### config.mk
export PLATFORM = sky130hd
export DESIGN_NAME = mc_rb_fuse_skew_seq
export DESIGN_NICKNAME = d
export VERILOG_FILES = /design/src/rtl/mc_rb_fuse_skew_seq.sv
export SDC_FILE = /design/constraint.sdc
export NUM_CORES = 1
export LEC_CHECK = 0
export BUFFER_PORTS_ARGS = -buffer_cell sky130_fd_sc_hd__buf_4
export CELL_PAD_IN_SITES_DETAIL_PLACEMENT = 1
export CELL_PAD_IN_SITES_GLOBAL_PLACEMENT = 1
export CORE_MARGIN = 3
export CORE_UTILIZATION = 30
export DETAILED_ROUTE_END_ITERATION = 7
export GPL_ROUTABILITY_DRIVEN = 0
export PLACE_DENSITY = 0.73
export SLEW_MARGIN = 20
export SYNTH_ARGS = -nofsm -noshare
export SYNTH_HDL_FRONTEND = slang
export SYNTH_SLANG_ARGS = --single-unit
### constraint.sdc
create_clock -name mc_rb_ef1_sclk_i -period 1.8 [get_ports mc_rb_ef1_sclk_i]
set_clock_uncertainty 0.05 [all_clocks]
set_input_delay 0.09 -clock mc_rb_ef1_sclk_i [delete_from_list [all_inputs] [get_ports mc_rb_ef1_sclk_i]]
set_output_delay 0.09 -clock mc_rb_ef1_sclk_i [all_outputs]
set_load 0.03 [all_outputs]
### src/rtl/mc_rb_fuse_skew_seq.sv
// Fuse skew-write sequencer: on a fuse capture, sweeps addresses 1..last on
// every enabled channel in ascending order, then pulses done.
module mc_rb_fuse_skew_seq #(
  parameter int ADDR_W = 5,
  parameter int NUM_CH = 2,
  localparam int CH_W  = (NUM_CH > 1) ? $clog2(NUM_CH) : 1
) (
  input  logic              mc_rb_ef1_sclk_i,
  input  logic              gctl_rclk_orst_n_i,
  input  logic              mc_rb_ef1_svld_i,
  input  logic              mc_rb_fuse_vld_i,
  input  logic [ADDR_W-1:0] cfg_last_addr_i,
  input  logic [NUM_CH-1:0] cfg_ch_en_i,
  output logic [ADDR_W-1:0] skew_addr_cntr_o,
  output logic [CH_W-1:0]   skew_ch_o,
  output logic              skew_wr_en_o,
  output logic              skew_busy_o,
  output logic              skew_done_o,
  output logic              skew_ovr_err_o
);

  typedef enum logic {IDLE, SWEEP} state_e;

  state_e            state_q, state_d;
  logic              fuse_vld_q, capture;
  logic [ADDR_W-1:0] last_q, last_d, addr_d;
  logic [NUM_CH-1:0] en_q, en_d;
  logic [CH_W-1:0]   ch_d, first_ch, nxt_ch;
  logic              has_nxt, wr_en_d, busy_d, done_d, ovr_d;

  assign capture = ~mc_rb_ef1_svld_i & fuse_vld_q;

  // First channel comes from the live mask (used only at sweep start);
  // the advance search uses the mask latched for the in-flight sweep.
  always_comb begin
    first_ch = '0;
    nxt_ch   = '0;
    has_nxt  = 1'b0;
    for (int i = NUM_CH-1; i >= 0; i--) begin
      if (cfg_ch_en_i[i]) first_ch = CH_W'(i);
      if (en_q[i] && (CH_W'(i) > skew_ch_o)) begin
        nxt_ch  = CH_W'(i);
        has_nxt = 1'b1;
      end
    end
  end

  always_comb begin
    state_d = state_q;
    last_d  = last_q;
    en_d    = en_q;
    addr_d  = '0;
    ch_d    = '0;
    wr_en_d = 1'b0;
    busy_d  = 1'b0;
    done_d  = 1'b0;
    ovr_d   = skew_ovr_err_o;
    unique case (state_q)
      IDLE: begin
        if (capture) begin
          if ((cfg_ch_en_i != '0) && (cfg_last_addr_i != '0)) begin
            state_d = SWEEP;
            last_d  = cfg_last_addr_i;
            en_d    = cfg_ch_en_i;
            addr_d  = ADDR_W'(1);
            ch_d    = first_ch;
            wr_en_d = 1'b1;
            busy_d  = 1'b1;
          end else begin
            done_d  = 1'b1;
          end
        end
      end
      SWEEP: begin
        if (capture) ovr_d = 1'b1;
        wr_en_d = 1'b1;
        busy_d  = 1'b1;
        if (skew_addr_cntr_o != last_q) begin
          addr_d = skew_addr_cntr_o + ADDR_W'(1);
          ch_d   = skew_ch_o;
        end else if (has_nxt) begin
          addr_d = ADDR_W'(1);
          ch_d   = nxt_ch;
        end else begin
          state_d = IDLE;
          wr_en_d = 1'b0;
          busy_d  = 1'b0;
          done_d  = 1'b1;
        end
      end
      default: state_d = IDLE;
    endcase
  end

  always_ff @(posedge mc_rb_ef1_sclk_i or negedge gctl_rclk_orst_n_i) begin
    if (!gctl_rclk_orst_n_i) begin
      fuse_vld_q       <= 1'b0;
      state_q          <= IDLE;
      last_q           <= '0;
      en_q             <= '0;
      skew_addr_cntr_o <= '0;
      skew_ch_o        <= '0;
      skew_wr_en_o     <= 1'b0;
      skew_busy_o      <= 1'b0;
      skew_done_o      <= 1'b0;
      skew_ovr_err_o   <= 1'b0;
    end else begin
      fuse_vld_q       <= mc_rb_fuse_vld_i;
      state_q          <= state_d;
      last_q           <= last_d;
      en_q             <= en_d;
      skew_addr_cntr_o <= addr_d;
      skew_ch_o        <= ch_d;
      skew_wr_en_o     <= wr_en_d;
      skew_busy_o      <= busy_d;
      skew_done_o      <= done_d;
      skew_ovr_err_o   <= ovr_d;
    end
  end

endmodule
==> impl_metrics.tcl <==
set metrics [dict create \
    numCtsBuffers 3 \
    clockRootBuffer "clkbuf_4" \
    hold_viol_final 0 \
    initial_utilization_pct 32.7 \
    p_switching_mw 0.635 \
    vdd_ir_drop_max_mv 0.649 \
    seq_area_um2 400 \
    placed_area_um2 945 \
    synthDistinctLibCells 23 \
    post-place-cells 109 \
    cp_max_fo 4 \
    worst_pin_slew_ps 370 \
    cts_tree "yes" \
    min_path_type "primary input to register" \
    die_area_mm2 0.00312 \
    yosysTopAreaCell "dfrtp_1" \
    nets 105 \
    p_sw_share_pct 40.0 \
    crit_type "primary input to register" \
    worstSetupStartpoint "cfg_last_addr_i[4]" \
    synthCells 59 \
    post-route-util_pct 46.0 \
    drv_slew 0 \
    syn2layout_area_growth_pct 40.7 \
    dr_total_vias 571 \
    core_area_mm2 0.00228 \
    clockBufferDepth 2 \
    period_minus_slack_ps 1760 \
    grt_pass1_vias 605 \
    cp-end-kind "register" \
    fin_crit_sh_pct 97.8 \
    grt_usage_pct 11.7 \
    avgRoutedWirePerCell_um 14.3 \
    io_pins 21 \
    drive_gt1_share_pct 44.0 \
    antenna_found_initial 0 \
    ys_warn_count 0 \
    p_leak_nw 0.469 \
    vias_per_cell 4.80 \
    fin_hold_ws_ps 45.9 \
    setup_violations 0 \
    clk_latency_ps 280 \
    final_cell_mix "23 x buf_4, 16 x dfrtp_1, 6 x xnor2_1, 6 x mux2_2, 6 x dlygate4sd3_1" \
    overflow 0 \
    worstHoldStart "cfg_last_addr_i[1]" \
    clk_pin_slew_ps 90 \
    grt_max_degree 17 \
    fillers 253 \
    clkPwrFrac_pct 11.7 \
    fmax_mhz 568 \
    syn_nets 71 \
    reg2reg_from "skew_ch_o$_DFFE_PN0P_" \
    cp.arrival_ps 1880 \
    p_int_mw 0.954 \
    status "completed" \
    multi_input_area_um2 345 \
    start_kind "primary input" \
    finalInstanceArea_mm2 0.00105 \
    fp.dieH_um 55.8 \
    post-cts-setup-buffers 0 \
    rsz0062_at_grt "no" \
    grt_pass1_wl_mm 2.87 \
    cap_violations 0 \
    dp_hpwl_mm 1.22 \
    syn-cell-area_um2 744 \
    clock_sinks 16 \
    yosysSeqAreaShare_pct 53.8 \
    h-tree-depth 1 \
    power_density_mw_per_mm2 1520 \
    relSlewSlack_pct 75.2 \
    final_antenna_net_count 0 \
    power_mw 1.59 \
    final.setup.tns_ps 0 \
    p_comb_share_pct 49.8 \
    final_common_cell "buf_4" \
    crit_required_ps 1920 \
    placement_rows 17 \
    fin_cells 119 \
    drt_first_pass_iters 4 \
    totalWireLength_mm 1.70 \
    drtIter0Drc 4 \
    drcViolationCount 0 \
    n_antenna_cell 0 \
    fp.dieW_um 55.8 \
    fin_ws_ps 39.0 \
    p_seq_share_pct 38.5 \
    post-place-ws_ps 172 \
    synth_top_area_share_pct 53.8 \
    avgSynthCellArea_um2 12.6 \
    ys_seq_elements 16 \
    port_buffers 20 \
    synth.area.top_cells "dfrtp_1 54%, mux2_2 9.1%, xnor2_1 7.1%" \
]
==> cells in the mapped netlist, drive strengths merged <==
library cell  instances
nor3b                 1
or2                   1
nor2                  5
inv                   3
buf                   1
o311ai                1
ha                    1
xor2                  2
nand3                 4
o221ai                1
or4                   1
dfrtp                16
nand2b                2
or3                   1
o22ai                 1
xnor2                 6
nand2                 1
a32o                  1
o21ai                 2
a31o                  1
mux2                  7
==> cell families after synthesis <==
logic type	after synthesis	share of synthesized area [%]
flops	16	53.8
xor+xnor	8	9.41
compound gates	7	9.92
simple gates	16	11.6
mux	7	11.1
fa+ha+maj	1	1.68
buf+inv	4	2.52
==> critical path, stage by stage <==
cell           delay, ps
dlygate4sd3_1        530
buf_4                130
or4_4                460
o221ai_2             300
mux2_2               370
==> repair_timing <==
action                                  4_1_cts  5_1_grt
endpoints found under the setup margin        0        3
hold buffers                                  6        0
hold endpoints to repair                     21        0
resized for setup                             0        1
==> cell type report <==
cell class,instances,area share [%]
clock buffers,3,2.15
well taps,28,3.35
repair buffers,29,22.2
flip-flops and latches,16,38.2
inverters,3,1.08
multi-input cells,40,33.0
==> flip-flops by register name, indices dropped and copies added, names as in the netlist <==
| signal | flops |
|---|---|
| skew_ch_o | 1 |
| skew_addr_cntr_o | 5 |
| state_q | 1 |
| en_q | 1 |
| skew_done_o | 1 |
| last_q | 5 |
| skew_ovr_err_o | 1 |
| fuse_vld_q | 1 |
==> power by group through the flow <==
stage | Sequential, mW | Combinational, mW | Clock [mW]
final | 0.611 | 0.791 | 0.186
after floorplan | 0.731 | 0.383 | 0
after global placement | 0.613 | 0.767 | 0
after CTS | 0.611 | 0.799 | 0.197
after global routing | 0.632 | 0.864 | 0.209
after detailed placement | 0.619 | 0.786 | 0
==> path summary, 6_finish.rpt <==
kind                       cells after the start                       endpoint  slack, ps
setup reg to reg                               4  skew_addr_cntr_o[0]$_DFF_PN0_        330
max in group asynchronous                      2          last_q[1]$_DFFE_PN0P_       1360
hold / removal                                 2          last_q[1]$_DFFE_PN0P_         50
min in group asynchronous                      2  skew_addr_cntr_o[1]$_DFF_PN0_        150
setup / recovery                               5          last_q[0]$_DFFE_PN0P_         40
hold reg to reg                                1     skew_ovr_err_o$_DFFE_PN0P_        430
==> layer usage <==
layer  up-vias  share of wire (%)  global-route usage [%]
met5         -                  0                       0
met4         0                1.1                    5.08
met3         2                4.5                    3.48
met2        12                 49                    19.8
met1       281                 45                    13.7
li1        276                  -                       -
(Power assumes the default switching activity.)
